**src/rtl/shadow_pkg.sv**
```systemverilog
// Shared shadow-chain definitions used by both the capture and receive sides.
// Holds the controller state encoding and default frame/buffer sizing.
package shadow_pkg;

  localparam int DEF_FRAME_BITS = 8;
  localparam int DEF_FIFO_DEPTH = 4;

  typedef enum logic [1:0] {
    ST_IDLE  = 2'd0,
    ST_DUMP  = 2'd1,
    ST_DRAIN = 2'd2
  } sh_state_t;

  // Width of a bit-count field able to hold 0..frame_bits inclusive.
  function automatic int nbits_w(input int frame_bits);
    return $clog2(frame_bits + 1);
  endfunction

endpackage

```
**src/rtl/shadow_rx_fifo.sv**
```systemverilog
// Purpose: synchronous frame buffer between chain assembly and the consumer.
// Latency: push visible on pop side one cycle later (registered, no bypass).
// Backpressure: pop only when pop_rdy and not empty; push into full accepted only with a same-cycle pop.
module shadow_rx_fifo #(
  parameter int WIDTH = 13,
  parameter int DEPTH = 4
) (
  input  logic             sh_clk,
  input  logic             sh_rst_l,
  input  logic             push_vld,
  input  logic [WIDTH-1:0] push_dat,
  input  logic             pop_rdy,
  output logic             pop_vld,
  output logic [WIDTH-1:0] pop_dat,
  output logic             full,
  output logic             empty
);

  localparam int AW = (DEPTH > 1) ? $clog2(DEPTH) : 1;

  logic [WIDTH-1:0] mem [DEPTH];
  logic [AW-1:0]    wr_ptr;
  logic [AW-1:0]    rd_ptr;
  logic [AW:0]      count;
  logic             do_push;
  logic             do_pop;

  assign full    = (count == (AW+1)'(DEPTH));
  assign empty   = (count == '0);
  assign do_pop  = pop_rdy && !empty;
  assign do_push = push_vld && (!full || do_pop);

  assign pop_vld = !empty;
  // Data is forced to zero when nothing is held so idle outputs are clean.
  assign pop_dat = empty ? '0 : mem[rd_ptr];

  always_ff @(posedge sh_clk or negedge sh_rst_l) begin
    if (!sh_rst_l) begin
      wr_ptr <= '0;
      rd_ptr <= '0;
      count  <= '0;
    end else begin
      if (do_push) wr_ptr <= wr_ptr + 1'b1;
      if (do_pop)  rd_ptr <= rd_ptr + 1'b1;
      case ({do_push, do_pop})
        2'b10:   count <= count + 1'b1;
        2'b01:   count <= count - 1'b1;
        default: count <= count;
      endcase
    end
  end

  always_ff @(posedge sh_clk) begin
    if (do_push) mem[wr_ptr] <= push_dat;
  end

endmodule

```
**src/rtl/shadow_chain_rx.sv**
```systemverilog
// Purpose: assemble a serial shadow-chain dump into MSB-first frames and buffer them.
// Latency: one cycle from frame completion to frame_vld.
// Backpressure: frame_vld/frame_rdy; a frame arriving at a full buffer is dropped and ovf latches.
module shadow_chain_rx
  import shadow_pkg::*;
#(
  parameter int FRAME_BITS = DEF_FRAME_BITS,
  parameter int FIFO_DEPTH = DEF_FIFO_DEPTH
) (
  input  logic                              sh_clk,
  input  logic                              sh_rst_l,
  input  logic                              dump_req,
  output logic                              dump_en,
  input  logic                              ch_in,
  input  logic                              ch_in_vld,
  input  logic                              ch_in_done,
  output logic [FRAME_BITS-1:0]             frame_data,
  output logic [$clog2(FRAME_BITS+1)-1:0]   frame_nbits,
  output logic                              frame_last,
  output logic                              frame_vld,
  input  logic                              frame_rdy,
  output logic                              busy,
  output logic                              ovf,
  input  logic                              clr_ovf
);

  localparam int NBW = nbits_w(FRAME_BITS);
  localparam int FW  = FRAME_BITS + NBW + 1;

  sh_state_t             state_q, state_nxt;
  logic [FRAME_BITS-1:0] asm_q, asm_nxt, bit_mask;
  logic [NBW-1:0]        cnt_q, cnt_nxt;
  logic                  bit_in, done_in, full_frame, push, drop, dump_start;
  logic                  fifo_full, fifo_empty;
  logic [FW-1:0]         push_dat, pop_dat;

  assign bit_in     = (state_q == ST_DUMP) && ch_in_vld;
  assign done_in    = (state_q == ST_DUMP) && ch_in_done;
  assign dump_start = (state_q == ST_IDLE) && dump_req;

  // A coincident bit is folded in before the done marker is acted on.
  assign bit_mask   = FRAME_BITS'(1) << (NBW'(FRAME_BITS - 1) - cnt_q);
  assign asm_nxt    = (bit_in && ch_in) ? (asm_q | bit_mask) : asm_q;
  assign cnt_nxt    = cnt_q + NBW'(bit_in);
  assign full_frame = bit_in && (cnt_nxt == NBW'(FRAME_BITS));
  assign push       = full_frame || done_in;
  assign push_dat   = {asm_nxt, cnt_nxt, done_in};
  assign drop       = push && fifo_full && !frame_rdy;

  always_ff @(posedge sh_clk or negedge sh_rst_l) begin
    if (!sh_rst_l) begin
      state_q <= ST_IDLE;
      asm_q   <= '0;
      cnt_q   <= '0;
      dump_en <= 1'b0;
      ovf     <= 1'b0;
    end else begin
      state_q <= state_nxt;
      dump_en <= dump_start;
      if (push) begin
        asm_q <= '0;
        cnt_q <= '0;
      end else begin
        asm_q <= asm_nxt;
        cnt_q <= cnt_nxt;
      end
      if (drop)         ovf <= 1'b1;
      else if (clr_ovf) ovf <= 1'b0;
    end
  end

  always_comb begin
    state_nxt = state_q;
    case (state_q)
      ST_IDLE:  if (dump_start) state_nxt = ST_DUMP;
      ST_DUMP:  if (done_in) state_nxt = ST_DRAIN;
      ST_DRAIN: if (fifo_empty && !push) state_nxt = ST_IDLE;
      default:  state_nxt = ST_IDLE;
    endcase
  end

  assign busy = (state_q != ST_IDLE);

  shadow_rx_fifo #(
    .WIDTH (FW),
    .DEPTH (FIFO_DEPTH)
  ) u_fifo (
    .sh_clk   (sh_clk),
    .sh_rst_l (sh_rst_l),
    .push_vld (push),
    .push_dat (push_dat),
    .pop_rdy  (frame_rdy),
    .pop_vld  (frame_vld),
    .pop_dat  (pop_dat),
    .full     (fifo_full),
    .empty    (fifo_empty)
  );

  assign {frame_data, frame_nbits, frame_last} = pop_dat;

endmodule

```
**config.mk**
```make
export PLATFORM = sky130hd
export DESIGN_NAME = shadow_chain_rx
export DESIGN_NICKNAME = d
export VERILOG_FILES = /design/src/rtl/shadow_pkg.sv /design/src/rtl/shadow_rx_fifo.sv /design/src/rtl/shadow_chain_rx.sv
export SDC_FILE = /design/constraint.sdc
export NUM_CORES = 1
export LEC_CHECK = 0
export ABC_CLOCK_PERIOD_IN_PS = 2800
export CAP_MARGIN = 20
export CELL_PAD_IN_SITES_DETAIL_PLACEMENT = 2
export CELL_PAD_IN_SITES_GLOBAL_PLACEMENT = 2
export CORE_MARGIN = 2
export CORE_UTILIZATION = 40
export CTS_BUF_LIST = sky130_fd_sc_hd__clkbuf_8
export CTS_CLUSTER_SIZE = 16
export DETAILED_ROUTE_END_ITERATION = 10
export PLACE_DENSITY = 0.77
export SLEW_MARGIN = 20
export SYNTH_ARGS = -nofsm -noshare
export SYNTH_HDL_FRONTEND = slang
export SYNTH_SLANG_ARGS = --single-unit
```
**constraint.sdc**
```tcl
create_clock -name sh_clk -period 2.8 [get_ports sh_clk]
set_input_delay 0.42 -clock sh_clk [delete_from_list [all_inputs] [get_ports sh_clk]]
set_output_delay 0.42 -clock sh_clk [all_outputs]
set_load 0.05 [all_outputs]
```
==> results.json <==
{
  "route.detailed.drc": 0,
  "syn_avg_cell_area_um2": 16.85,
  "worst_pin_slew_ns": 0.7066,
  "synth_edf_count": 52,
  "rsz0062_at_grt": "no",
  "layout-drive-gt1-share_pct": 27.00,
  "ys_warn_count": 0,
  "ant_nets": 0,
  "syn_area_um2": 3134,
  "antenna_found_initial": 0,
  "yosysSeqAreaShare_pct": 68.18,
  "fillers": 716,
  "cts_sinks": 75,
  "synth_cell_types": 36,
  "p_leak_nw": 1.578,
  "r2r_setup_slack_ns": 0.26,
  "io_buffers": 24,
  "cpMostUsedCell": "ha_1",
  "fin_crit_sh_pct": 92.53,
  "crit_chain": "clkdlybuf4s50_1 -> and3b_1 -> ha_1 -> ha_1 -> xnor2_1 -> nand4_2 -> o21ai_2 -> inv_1 -> ha_1 -> inv_1 -> fa_1 -> xor2_1 -> nor2_1 -> xor2_1",
  "min_period_ns": 2.591,
  "outcome": "finished, final reports clean",
  "ys.flop_type": "edfxtp_1",
  "cp-start-kind": "input pin",
  "die_h_um": 92.52,
  "finalMaxSlewViolations": 0,
  "cp.required_ns": 3.02,
  "cts_hold_buf": 0,
  "power_density_nw_per_um2": 1148,
  "die_area_um2": 8560,
  "layout.nets": 248,
  "clkLatencyLatePin_ns": 0.35,
  "vias": 1737,
  "critPathMaxStageDelay_ns": 0.40,
  "cap_violations": 0,
  "core-area_um2": 7647,
  "htreeDepth": 3,
  "relSlewSlack_pct": 52.89,
  "worst-path-buf-inv": 3,
  "cts_made_buffers": 9,
  "totalPowerFinal_mw": 4.421,
  "seq_area_um2": 2137,
  "r2r_start": "state_q[0]",
  "timing.final.ws_setup_ns": 0.2093,
  "yosys_register_bits": 75,
  "fin_setup_tns_ns": 0,
  "wl_per_cell_um": 21.07,
  "rows": 32,
  "initial_core_util_pct": 40.98,
  "max_freq_mhz": 386.0,
  "drt_iter0_markers": 80,
  "grt_pass1_wl_um": 11580,
  "cp_top_family": "adder cells",
  "multi_input_area_um2": 929.6,
  "cts_resized": 0,
  "critPathSlowestCell": "clkdlybuf4s50_1",
  "r2r_end": "u_fifo.count[2]",
  "syn2layout_area_growth_pct": 22.91,
  "cp_num_cells": 14,
  "cts.path.max_buffers": 2,
  "startpoint": "ch_in_vld",
  "crit_type": "in2reg",
  "min_path_type": "in2async",
  "vdd_drop_max_mv": 0.4300,
  "antenna_cells": 0,
  "path_clk_slew_ns": 0.08,
  "cts_tree": "done",
  "skew_ns": 0.01322,
  "synth-async-reset-ratio_pct": 30.67,
  "grt_util_all_layers_pct": 19.01,
  "grt_max_degree": 24,
  "place_hpwl_um": 4727,
  "hold_violations": 0,
  "r2r.worst_path.cells": 13,
  "postCtsSetupBuffers": 0,
  "die_w_um": 92.52,
  "clockRootBuffer": "clkbuf_8",
  "end_kind": "flop",
  "post-place-ws_ns": -0.1771,
  "grt_pass1_vias": 1951,
  "holdWs_ns": 0.4301,
  "synthCells": 186,
  "synth_nets": 202,
  "place_congestion": 0.7160,
  "io_pins": 25,
  "setup_viol": 0,
  "crit_fanout": 2,
  "overflow": 0,
  "cp.arrival_ns": 2.81,
  "first_pass_iters": 4,
  "drt-total-wl_um": 7142,
  "vias_per_cell": 5.124
}
[worst reg2reg max path, cell delays in order (launching register included)]
cell and delay [ns]:
dfrtp_1 0.43, and3b_1 0.20, ha_1 0.20, ha_1 0.19, xnor2_1 0.27, nand4_2 0.13
o21ai_2 0.15, inv_1 0.06, ha_1 0.19, inv_1 0.07, fa_1 0.17, xor2_1 0.15
nor2_1 0.07, xor2_1 0.15
[worst max-delay path by stage]
| stage | endpoint | slack [ns] |
|---|---|---|
| 3_3_place_gp | u_fifo.count[2] | -0.04 |
| 6_report | u_fifo.count[2] | 0.21 |
| 4_1_cts | u_fifo.count[2] | 0.20 |
| 3_5_place_dp | u_fifo.count[2] | -0.18 |
| 5_1_grt | u_fifo.count[2] | 0.08 |
| 2_1_floorplan | u_fifo.count[2] | 0.13 |
[cell type report]
| type | count | area share (%) |
|---|---|---|
| Multi-Input combinational cell | 95 | 24.13 |
| Inverter | 11 | 1.072 |
| Sequential cell | 75 | 55.47 |
| Clock buffer | 10 | 3.573 |
| Clock inverter | 6 | 2.306 |
| Timing Repair Buffer | 40 | 10.13 |
| Tap cell | 102 | 3.313 |
[Yosys cell counts (2+ instances only)]
cell type / number / area [µm²]
nor2_1: 6 / 22.52
xnor2_1: 4 / 35.03
buf_2: 3 / 15.01
nand3_1: 2 / 10.01
mux2i_1: 2 / 20.02
ha_1: 7 / 87.58
a21o_1: 6 / 45.04
nor2b_1: 3 / 18.77
mux4_2: 13 / 292.8
xor2_1: 3 / 26.28
and2_1: 28 / 175.2
inv_1: 11 / 41.29
dfrtp_1: 23 / 575.6
edfxtp_1: 52 / 1562
nand2_1: 2 / 7.510
[per-layer routing]
metal | up-vias | track usage, % | share of wire, %
met1 | 911 | 25.28 | 43
met5 | - | 0 | 0
met4 | 0 | 6.716 | 1.5
met2 | 44 | 31.33 | 51
li1 | 770 | - | -
met3 | 12 | 3.743 | 4.4
[report_power, final]
group | total (mW) | switching [mW] | internal, mW
combinational | 1.86 | 1.09 | 0.771
sequential | 1.62 | 0.188 | 1.43
clock | 0.941 | 0.414 | 0.526
total | 4.42 | 1.69 | 2.73
[sequential cells by signal, summed over array words and instances (netlist names)]
| name | count |
|---|---|
| cnt_q | 4 |
| dump_en | 1 |
| state_q | 2 |
| u_fifo.rd_ptr | 2 |
| u_fifo.mem | 52 |
| u_fifo.count | 3 |
| u_fifo.wr_ptr | 2 |
| ovf | 1 |
| asm_q | 8 |
[logic make-up after synthesis]
group	synth area share (%)
buffers and inverters	2.156
DFF	68.18
muxes	10.46
and+or+nand+nor	10.14
adders and majority gates	3.433
AOI/OAI and AO/OA	3.154
xor gates and xnor gates	2.475
[layout by cell type, fill, tap and decap left out, types with 2 or more instances in the layout]
cell type / instances
bufinv_16: 2
clkinv_4: 2
nor2b_1: 3
nand3_1: 2
mux2i_1: 2
inv_1: 11
nand2_1: 2
clkbuf_8: 10
edfxtp_1: 52
nor2_1: 6
dfrtp_1: 23
and2_1: 28
clkdlybuf4s50_1: 11
xor2_1: 3
mux4_2: 13
buf_12: 5
xnor2_1: 4
buf_4: 24
ha_1: 7
a21o_1: 6
[metrics by stage]
| step | cell area (µm²) | utilization, % | std cells |
|---|---|---|---|
| 5_1_grt | 3852 | 50.38 | 339 |
| 2_1_floorplan | 3134 | - | 186 |
| 4_1_cts | 3852 | 50.38 | 339 |
| 6_report | 3852 | 50.38 | 339 |
| 3_5_place_dp | 3626 | 47.41 | 323 |
| 3_3_place_gp | 3626 | 47.41 | 323 |
No activity file was read; power rests on OpenSTA's default activity.
